--- src/rtl/fifo_if.sv ---
// Handshake and status bundle for fifo_param. The master side is the producer/consumer
// pair. The slave side is the FIFO itself.
interface fifo_if #(
   parameter int DATA_WIDTH = 4,
   parameter int BUF_WIDTH  = 3
);
   logic                  wr_en;
   logic                  rd_en;
   logic [DATA_WIDTH-1:0] buf_in;
   logic [BUF_WIDTH:0]    af_thresh;
   logic [BUF_WIDTH:0]    ae_thresh;
   logic                  err_clr;
   logic [DATA_WIDTH-1:0] buf_out;
   logic                  out_valid;
   logic                  buf_full;
   logic                  buf_empty;
   logic                  almost_full;
   logic                  almost_empty;
   logic [BUF_WIDTH:0]    fifo_counter;
   logic                  overflow;
   logic                  underflow;

   modport master (
      output wr_en, rd_en, buf_in, af_thresh, ae_thresh, err_clr,
      input  buf_out, out_valid, buf_full, buf_empty, almost_full, almost_empty,
             fifo_counter, overflow, underflow
   );

   modport slave (
      input  wr_en, rd_en, buf_in, af_thresh, ae_thresh, err_clr,
      output buf_out, out_valid, buf_full, buf_empty, almost_full, almost_empty,
             fifo_counter, overflow, underflow
   );
endinterface

--- src/rtl/fifo_param.sv ---
// Parametrised synchronous FIFO with registered read data, programmable almost
// thresholds and sticky overflow/underflow flags.
module fifo_param #(
   parameter int DATA_WIDTH = 4,
   parameter int BUF_WIDTH  = 3
) (
   input logic  clk,
   input logic  rst,
   fifo_if.slave bus
);
   localparam int                 DEPTH     = 1 << BUF_WIDTH;
   localparam logic [BUF_WIDTH:0] DEPTH_CNT = (BUF_WIDTH+1)'(DEPTH);

   logic [DATA_WIDTH-1:0] mem [DEPTH];
   logic [BUF_WIDTH-1:0]  wr_ptr;
   logic [BUF_WIDTH-1:0]  rd_ptr;
   logic [BUF_WIDTH:0]    count;
   logic [DATA_WIDTH-1:0] rd_data;
   logic                  rd_vld;
   logic                  ovf_flag;
   logic                  unf_flag;
   logic                  full;
   logic                  empty;
   logic                  push_ok;
   logic                  pop_ok;
   logic                  ovf_evt;
   logic                  unf_evt;

   // Occupancy moves by at most one; a simultaneous accepted push and pop cancel out.
   function automatic logic [BUF_WIDTH:0] next_count(
      input logic [BUF_WIDTH:0] cnt,
      input logic               push,
      input logic               pop
   );
      logic [BUF_WIDTH:0] res;
      res = cnt;
      if (push && !pop)
         res = cnt + 1'b1;
      else if (pop && !push)
         res = cnt - 1'b1;
      return res;
   endfunction

   assign full    = (count == DEPTH_CNT);
   assign empty   = (count == '0);
   assign push_ok = bus.wr_en & (~full | bus.rd_en);
   assign pop_ok  = bus.rd_en & ~empty;
   assign ovf_evt = bus.wr_en & full & ~bus.rd_en;
   assign unf_evt = bus.rd_en & empty;

   // Storage is not reset; a reset edge commits no write.
   always_ff @(posedge clk) begin
      if (rst && push_ok)
         mem[wr_ptr] <= bus.buf_in;
   end

   always_ff @(posedge clk) begin
      if (!rst) begin
         wr_ptr   <= '0;
         rd_ptr   <= '0;
         count    <= '0;
         rd_data  <= '0;
         rd_vld   <= 1'b0;
         ovf_flag <= 1'b0;
         unf_flag <= 1'b0;
      end else begin
         if (push_ok)
            wr_ptr <= wr_ptr + 1'b1;
         if (pop_ok) begin
            rd_ptr  <= rd_ptr + 1'b1;
            rd_data <= mem[rd_ptr];
         end
         rd_vld   <= pop_ok;
         count    <= next_count(count, push_ok, pop_ok);
         // A new error event outranks a clear on the same edge.
         ovf_flag <= ovf_evt | (ovf_flag & ~bus.err_clr);
         unf_flag <= unf_evt | (unf_flag & ~bus.err_clr);
      end
   end

   assign bus.buf_out      = rd_data;
   assign bus.out_valid    = rd_vld;
   assign bus.fifo_counter = count;
   assign bus.buf_full     = full;
   assign bus.buf_empty    = empty;
   assign bus.almost_full  = (count >= bus.af_thresh);
   assign bus.almost_empty = (count <= bus.ae_thresh);
   assign bus.overflow     = ovf_flag;
   assign bus.underflow    = unf_flag;
endmodule

--- src/flat_wrapper.sv ---
// flat-port wrapper written by rule: the top's interface ports become plain ports
module fifo_param_flat 
#(
   parameter int DATA_WIDTH = 4,
   parameter int BUF_WIDTH  = 3
)
  (clk, rst, bus_wr_en, bus_rd_en, bus_buf_in, bus_af_thresh, bus_ae_thresh, bus_err_clr, bus_buf_out, bus_out_valid, bus_buf_full, bus_buf_empty, bus_almost_full, bus_almost_empty, bus_fifo_counter, bus_overflow, bus_underflow);
  fifo_if #(.DATA_WIDTH(DATA_WIDTH), .BUF_WIDTH(BUF_WIDTH)) bus_i ();
  input logic clk;
  input logic rst;
  input wire logic [$bits(bus_i.wr_en)-1:0] bus_wr_en;
  input wire logic [$bits(bus_i.rd_en)-1:0] bus_rd_en;
  input wire logic [$bits(bus_i.buf_in)-1:0] bus_buf_in;
  input wire logic [$bits(bus_i.af_thresh)-1:0] bus_af_thresh;
  input wire logic [$bits(bus_i.ae_thresh)-1:0] bus_ae_thresh;
  input wire logic [$bits(bus_i.err_clr)-1:0] bus_err_clr;
  output wire logic [$bits(bus_i.buf_out)-1:0] bus_buf_out;
  output wire logic [$bits(bus_i.out_valid)-1:0] bus_out_valid;
  output wire logic [$bits(bus_i.buf_full)-1:0] bus_buf_full;
  output wire logic [$bits(bus_i.buf_empty)-1:0] bus_buf_empty;
  output wire logic [$bits(bus_i.almost_full)-1:0] bus_almost_full;
  output wire logic [$bits(bus_i.almost_empty)-1:0] bus_almost_empty;
  output wire logic [$bits(bus_i.fifo_counter)-1:0] bus_fifo_counter;
  output wire logic [$bits(bus_i.overflow)-1:0] bus_overflow;
  output wire logic [$bits(bus_i.underflow)-1:0] bus_underflow;
  assign bus_i.wr_en = bus_wr_en;
  assign bus_i.rd_en = bus_rd_en;
  assign bus_i.buf_in = bus_buf_in;
  assign bus_i.af_thresh = bus_af_thresh;
  assign bus_i.ae_thresh = bus_ae_thresh;
  assign bus_i.err_clr = bus_err_clr;
  assign bus_buf_out = bus_i.buf_out;
  assign bus_out_valid = bus_i.out_valid;
  assign bus_buf_full = bus_i.buf_full;
  assign bus_buf_empty = bus_i.buf_empty;
  assign bus_almost_full = bus_i.almost_full;
  assign bus_almost_empty = bus_i.almost_empty;
  assign bus_fifo_counter = bus_i.fifo_counter;
  assign bus_overflow = bus_i.overflow;
  assign bus_underflow = bus_i.underflow;
  fifo_param #(.DATA_WIDTH(DATA_WIDTH), .BUF_WIDTH(BUF_WIDTH)) u_core (.clk(clk), .rst(rst), .bus(bus_i));
endmodule
--- config.mk ---
export PLATFORM = sky130hd
export DESIGN_NAME = fifo_param_flat
export DESIGN_NICKNAME = d
export VERILOG_FILES = /design/src/rtl/fifo_if.sv /design/src/rtl/fifo_param.sv /design/src/flat_wrapper.sv
export SDC_FILE = /design/constraint.sdc
export NUM_CORES = 1
export LEC_CHECK = 0
export ABC_AREA = 1
export CELL_PAD_IN_SITES_DETAIL_PLACEMENT = 0
export CELL_PAD_IN_SITES_GLOBAL_PLACEMENT = 1
export CORE_MARGIN = 5
export CORE_UTILIZATION = 42
export CTS_CLUSTER_DIAMETER = 200
export DETAILED_ROUTE_END_ITERATION = 7
export PLACE_DENSITY = 0.86
export RECOVER_POWER = 25
export SLEW_MARGIN = 10
export SYNTH_ARGS = -nofsm -noshare
export SYNTH_HDL_FRONTEND = slang
export SYNTH_SLANG_ARGS = --single-unit
--- constraint.sdc ---
create_clock -name clk -period 2.84 [get_ports clk]
set_input_delay 0.568 -clock clk [delete_from_list [all_inputs] [get_ports clk]]
set_output_delay 0.568 -clock clk [all_outputs]
set_load 0.005 [all_outputs]
-- After elaboration in Yosys (flattened, before gate mapping)
Memories as Yosys holds them, arrays and structs flattened. A register that Yosys moved wholly into a read port is not among the register bits.
Cells that the tools add are included.
- memories: 1
- output and inout port bits: 15
- input bits: 17
- bits in writable memories: 32
- bits in registers: 13
- logic and storage cells: 40
- $add $sub $neg: 4
- equal/unequal tests: 1
- bitwise operators: 14
- reduce and logical (&&, ||, !) cells: 8
- mux-type cells: 4
- $lt $le $gt $ge: 2
- memory list (memory ; words ; width ; read ports ; clocked after Yosys merged registers in ; wr ports ; RTL line ; text):
    u_core.mem ; 8 ; 4 ; 1 ; 1 ; 1 ; fifo_param.sv:14 ; logic [DATA_WIDTH-1:0] mem [DEPTH];
- operators with widths (operator ; count):
    $mux W4 ; 2
    $and A1 B1 Y1 ; 7
    $add A3 B1 Y3 const B ; 2
    $add A4 B1 Y4 const B ; 1
    $eq A4 B4 Y1 const B ; 1
    $ge A4 B4 Y1 ; 1
    $le A4 B4 Y1 ; 1
    $logic_not A4 Y1 ; 1
    $not A1 Y1 ; 4
    $sub A4 B1 Y4 const B ; 1
    $logic_and A1 B1 Y1 ; 3
    $logic_not A1 Y1 ; 3
    $or A1 B1 Y1 ; 3
    $mux W1 ; 2
    $reduce_bool A2 Y1 ; 1

-- Logic depth before layout (Yosys ltp)
- depth after elaboration: 8
- mapped depth: 14
- gate-level depth less buffers: 14

-- Worst setup path before layout
No wires, ideal clock.
- kind: input -> register
- from: input port bus_rd_en
- to: register u_core.count[3], in the netlist u_core.bus.fifo_counter[3]
- stages: 13
- arrival time: 2042 ps
- setup slack: 725 ps
- required time: 2768 ps
- setup time: 72 ps
- path buffers: 0
- cell sequence: inv_1 > nand4_1 > nand2_2 > inv_2 > ha_1 > inv_1 > ha_1 > or2_2 > nand2_1 > nand3_1 > nand2_1 > nand2_1 > a21oi_1
- cells in the longest elaborated chain, start to end: 5
- elaborated cells between the ends (all ways): 9
- classes of those cells: 1 x mux; 3 x bitwise; 5 x reduce/logical
- ends and longest elaborated chain (item ; RTL line ; text):
    start, declared ; flat_wrapper.sv:12 ; input wire logic [$bits(bus_i.rd_en)-1:0] bus_rd_en;
    $or A1 B1 Y1 * ; fifo_param.sv:46 ; assign push_ok = bus.wr_en & (~full | bus.rd_en);
    $and A1 B1 Y1 * ; fifo_param.sv:46 ;
    net u_core.push_ok ; fifo_param.sv:24 ; logic push_ok;
    $logic_not A1 Y1 ; fifo_param.sv:39 ; else if (pop && !push)
    $logic_and A1 B1 Y1 ; fifo_param.sv:39 ;
    $reduce_bool A2 Y1 (no source line) ; -- ;
    end signal, assigned ; fifo_param.sv:74 ; count <= next_count(count, push_ok, pop_ok);
    end, declared ; fifo_param.sv:17 ; logic [BUF_WIDTH:0] count;
The timed path passes the listed nets; every way through them passes the cells marked *.
A chain may end at the register's enable or synchronous reset.

-- Worst setup path in the final report
- from: input port bus_ae_thresh[1]
- to: output port bus_almost_empty
- cells in the longest elaborated chain, start to end: 1
- ends and longest elaborated chain (item ; RTL line ; text):
    start, declared ; flat_wrapper.sv:15 ; input wire logic [$bits(bus_i.ae_thresh)-1:0] bus_ae_thresh;
    $le A4 B4 Y1 ; fifo_param.sv:87 ; assign bus.almost_empty = (count <= bus.ae_thresh);
    end, declared ; flat_wrapper.sv:22 ; output wire logic [$bits(bus_i.almost_empty)-1:0] bus_almost_empty;
No other way between the ends.

==> results list <==
- Run status: completed
- Buffers inserted to repair hold after CTS numbered 0.
- For flop-to-flop paths, the worst setup slack is 0.55 ns.
- H-tree lvl count: 2
- At the placement stage, the worst setup path has a slack of 0.0457 ns.
- The cell count after synthesis came out at 269.
* I/O Buffers: 31
- Highest attainable clock frequency: 371 MHz
- First-pass iteration count of the detailed router: 4
- The number of antenna diodes in the final layout is 0.
* Endpoint arrival time on the critical path: 2.13 ns
- Number of distinct library cells after synthesis: 30
- Final-stage net count: 335
- The share of total power dissipated in combinational logic is 0.369.
* Worst flop-to-flop path endpoint: u_core.bus.fifo_counter[3]
- Rows: 27
* Worst hold-check path type: flop to flop
- Number of synthesized register bits: 49
* Starting DRC count in detailed routing: 51
- For the final database, setup skew stands at 0.00773 ns.
- Peak supply drop: 0.426 mV
- Initial Utilization: 0.439
- Standard cell core area: 5610 um^2
* Setup-violating endpoint count in the final report: 0
* Overall die area: 7490 um^2
- Internal: 1.45 mW
* Standby leakage power: 1.26 nW
- In this run the power spent charging and discharging nets is 0.773 mW.
- Number of maximum-capacitance constraint violations: 0
- Via count of the first global-routing pass: 1794
- Clk buf depth: 2
- For this design the ratio of total power to cell area is 760 nW/um^2.
- Detailed placement ended at an HPWL of 3.61 mm.
- Start-to-end type of the worst setup path: input pin to output port
* Crit path from: bus_ae_thresh[1]
- Finished Core Util: 0.521
* Maximum number of pins on one net before global-route repair: 19
- Fill cells: 545
- The worst register-to-register path begins at u_core.bus.fifo_counter[3].
* Buffer cell driving the clock tree root: clkbuf_8
- The first global-routing pass estimated 8.10 mm of wire.
- Of the total power, registers draw 0.430.
- Routability-driven placement finished with a final weighted congestion of 0.847.
- After clock tree synthesis, the clock-pin slew on the worst setup and hold paths is 0.08 ns.
* Critical path capture point: bus_almost_empty
- Setup repair after global routing missed its margin: false
- Mapped cell area: 2460 um^2
- Share of final-layout standard cells stronger than drive strength 1: 0.0885
* Total wire length after detailed routing: 4.72 mm
- At the pin with the least slew margin, the transition time is 0.680 ns.
* Detail-routed net length per standard cell: 12.5 um
- Final period utilization: 0.950
- Once routing completed, OpenROAD measured the worst setup slack at 0.143 ns.
- Using the TritonRoute via totals, the vias-per-cell ratio works out to 4.68.
- Measured against its own limit, the worst slew margin works out to 0.546.
- The share of total power dissipated in the clock network is 0.201.
- Measured along the y axis, the die boundary spans 86.6 um.
- Each instance of the synthesized netlist takes up on average 9.15 um^2.
- Synthesized netlist net count: 300
* Area growth from synthesis to layout: 18.8%
- Buffers inserted during clock tree synthesis total 5.
* CTS tree: yes
- The share of the Yosys chip area taken by registers is 0.529.
* R2R cell count: 12
- During synthesis, Yosys emitted a total of 0 warnings.
- Adding up every negative setup slack in the final design gives 0 ns.
- The number of antenna violations at the first check in global routing came to 0.
- Post-CTS repair changed the size of 0 cells.
- Clock latency at the later pin of the worst-skew pair: 0.30 ns
- Pin placement for this block handled 32 I/O pins.
- The clock drives 49 sinks.
* Number of vias in the routed layout: 1766
- Die X-Extent: 86.6 um
- For this run, the total global-route usage over all layers was measured as 0.140.
- Crit start category: input pin
* Tot Pwr: 2.22 mW
- Switching portion of total power: 0.348
- The clock period could shrink to 2.70 ns.
- After detailed routing, the number of remaining DRC violations is 0.
- In this run the remaining antenna-violating nets after routing total 0.
* Total congestion overflow after global routing: 0
- The number of setup buffers added after CTS is 0.
* Data required time of the worst path: 2.27 ns
* Final Hold Viols: 0
- In this run the worst path has a maximum fanout of 2.
- Endpoint kind of the worst setup timing path: output port
- Count of pins over their slew limit: 0
==> power by group through the flow <==
| stage | combinational (mW) | clock, mW | sequential (mW) |
|---|---|---|---|
| global placement | 0.824 | 0 | 0.973 |
| floorplan | 0.595 | 0 | 0.928 |
| detailed placement | 0.832 | 0 | 0.974 |
| global route | 0.953 | 0.492 | 0.974 |
| CTS | 0.839 | 0.458 | 0.958 |
| finish | 0.820 | 0.447 | 0.955 |
==> through the flow <==
stage | cells | hold slack, ns | area, um^2
CTS | 377 | 0.473 | 2920
finish | 377 | 0.474 | 2920
detailed placement | 369 | 0.462 | 2820
global placement | 369 | 0.457 | 2820
global route | 377 | 0.503 | 2920
floorplan | 269 | 0.460 | 2460
==> synthesized netlist by cell type <==
cell,instances,area [um^2]
o211ai_1,1,7.51
xor2_1,1,8.76
a21oi_2,1,8.76
o21ai_0,9,45.0
dfxtp_1,17,340
edfxtp_1,32,961
o21ai_2,2,17.5
nand2_1,58,218
nand2_4,1,11.3
nor3_1,5,25.0
or2_2,1,6.26
nand2_2,5,31.3
inv_4,1,6.26
nand3_2,2,20.0
ha_1,13,163
nor2_2,1,6.26
a21oi_1,14,70.1
o22ai_1,1,6.26
buf_12,1,20.0
buf_2,2,10.0
clkinv_1,2,7.51
buf_6,3,33.8
nand4_1,2,12.5
and3_1,1,6.26
inv_1,49,184
inv_2,2,7.51
fa_1,1,20.0
nor2_1,11,41.3
nor4_4,1,21.3
nand3_1,29,145
==> worst min path at each step <==
| stage | to | startpoint | slack [ns] | cells past startpoint |
|---|---|---|---|---|
| 5_1_grt | u_core.bus.overflow | u_core.bus.overflow | 0.50 | 2 |
| 3_5_place_dp | u_core.bus.overflow | u_core.bus.overflow | 0.46 | 2 |
| 4_1_cts | u_core.bus.overflow | u_core.bus.overflow | 0.47 | 2 |
| 2_1_floorplan | u_core.bus.overflow | u_core.bus.overflow | 0.46 | 2 |
| 6_report | u_core.bus.overflow | u_core.bus.overflow | 0.47 | 2 |
| 3_3_place_gp | u_core.bus.overflow | u_core.bus.overflow | 0.46 | 2 |
==> registers in the layout, indices dropped and copies added, names as in the netlist <==
| signal | count |
|---|---|
| u_core.bus.buf_out | 4 |
| u_core.bus.fifo_counter | 4 |
| u_core.bus.out_valid | 1 |
| u_core.bus.overflow | 1 |
| u_core.bus.underflow | 1 |
| u_core.mem | 32 |
| u_core.rd_ptr | 3 |
| u_core.wr_ptr | 3 |
==> critical path, cell delays in order <==
cell	delay, ns
clkdlybuf4s50_1	0.45
inv_1	0.04
ha_1	0.27
a21oi_1	0.13
o21ai_0	0.07
o21ai_0	0.07
clkdlybuf4s50_1	0.52
==> layout make-up <==
cell class / count / area [um^2] / area share
sequential: 49 / 1300 / 0.445
multi-input combinational: 160 / 891 / 0.305
timing repair buffer: 34 / 333 / 0.114
inverter: 54 / 205 / 0.0702
clock buffer: 7 / 97.6 / 0.0334
tap: 72 / 90.1 / 0.0308
clock inverter: 1 / 5.00 / 0.00171
==> routing by layer <==
layer | track usage | routed length, um | vias to the layer above
met5 | 0 | 0 | -
met4 | 0.0652 | 112 | 0
met3 | 0.0285 | 201 | 8
met2 | 0.244 | 2330 | 34
met1 | 0.165 | 2070 | 784
li1 | - | - | 940
==> cell families (layout without fill, tap and decap cells) <==
kind of cell / after synthesis / after routing / share of synthesized area
compound gates: 28 / 28 / 0.0630
buf+inv: 60 / 96 / 0.109
xor+xnor: 1 / 1 / 0.00356
flops: 49 / 49 / 0.529
fa+ha+maj: 14 / 14 / 0.0742
simple gates: 117 / 117 / 0.221
==> placed cells by master, fill, tap and decap left out <==
master           count
clkbuf_1             1
or2_2                1
clkbuf_16            1
and3_1               1
clkinv_2             1
nand2_1             58
inv_2                2
clkdlybuf4s50_1     28
fa_1                 1
xor2_1               1
dfxtp_1             17
o21ai_2              2
nand2_4              1
nor2_2               1
clkbuf_8             5
nand3_2              2
o22ai_1              1
ha_1                13
nor4_4               1
a21oi_2              1
a21oi_1             14
inv_4                1
nor3_1               5
edfxtp_1            32
buf_4                3
nand2_2              5
nand3_1             29
dlygate4sd3_1        3
inv_1               49
clkinv_1             2
nand4_1              2
o21ai_0              9
o211ai_1             1
nor2_1              11
Note: power is estimated with default switching activity, not from simulation.
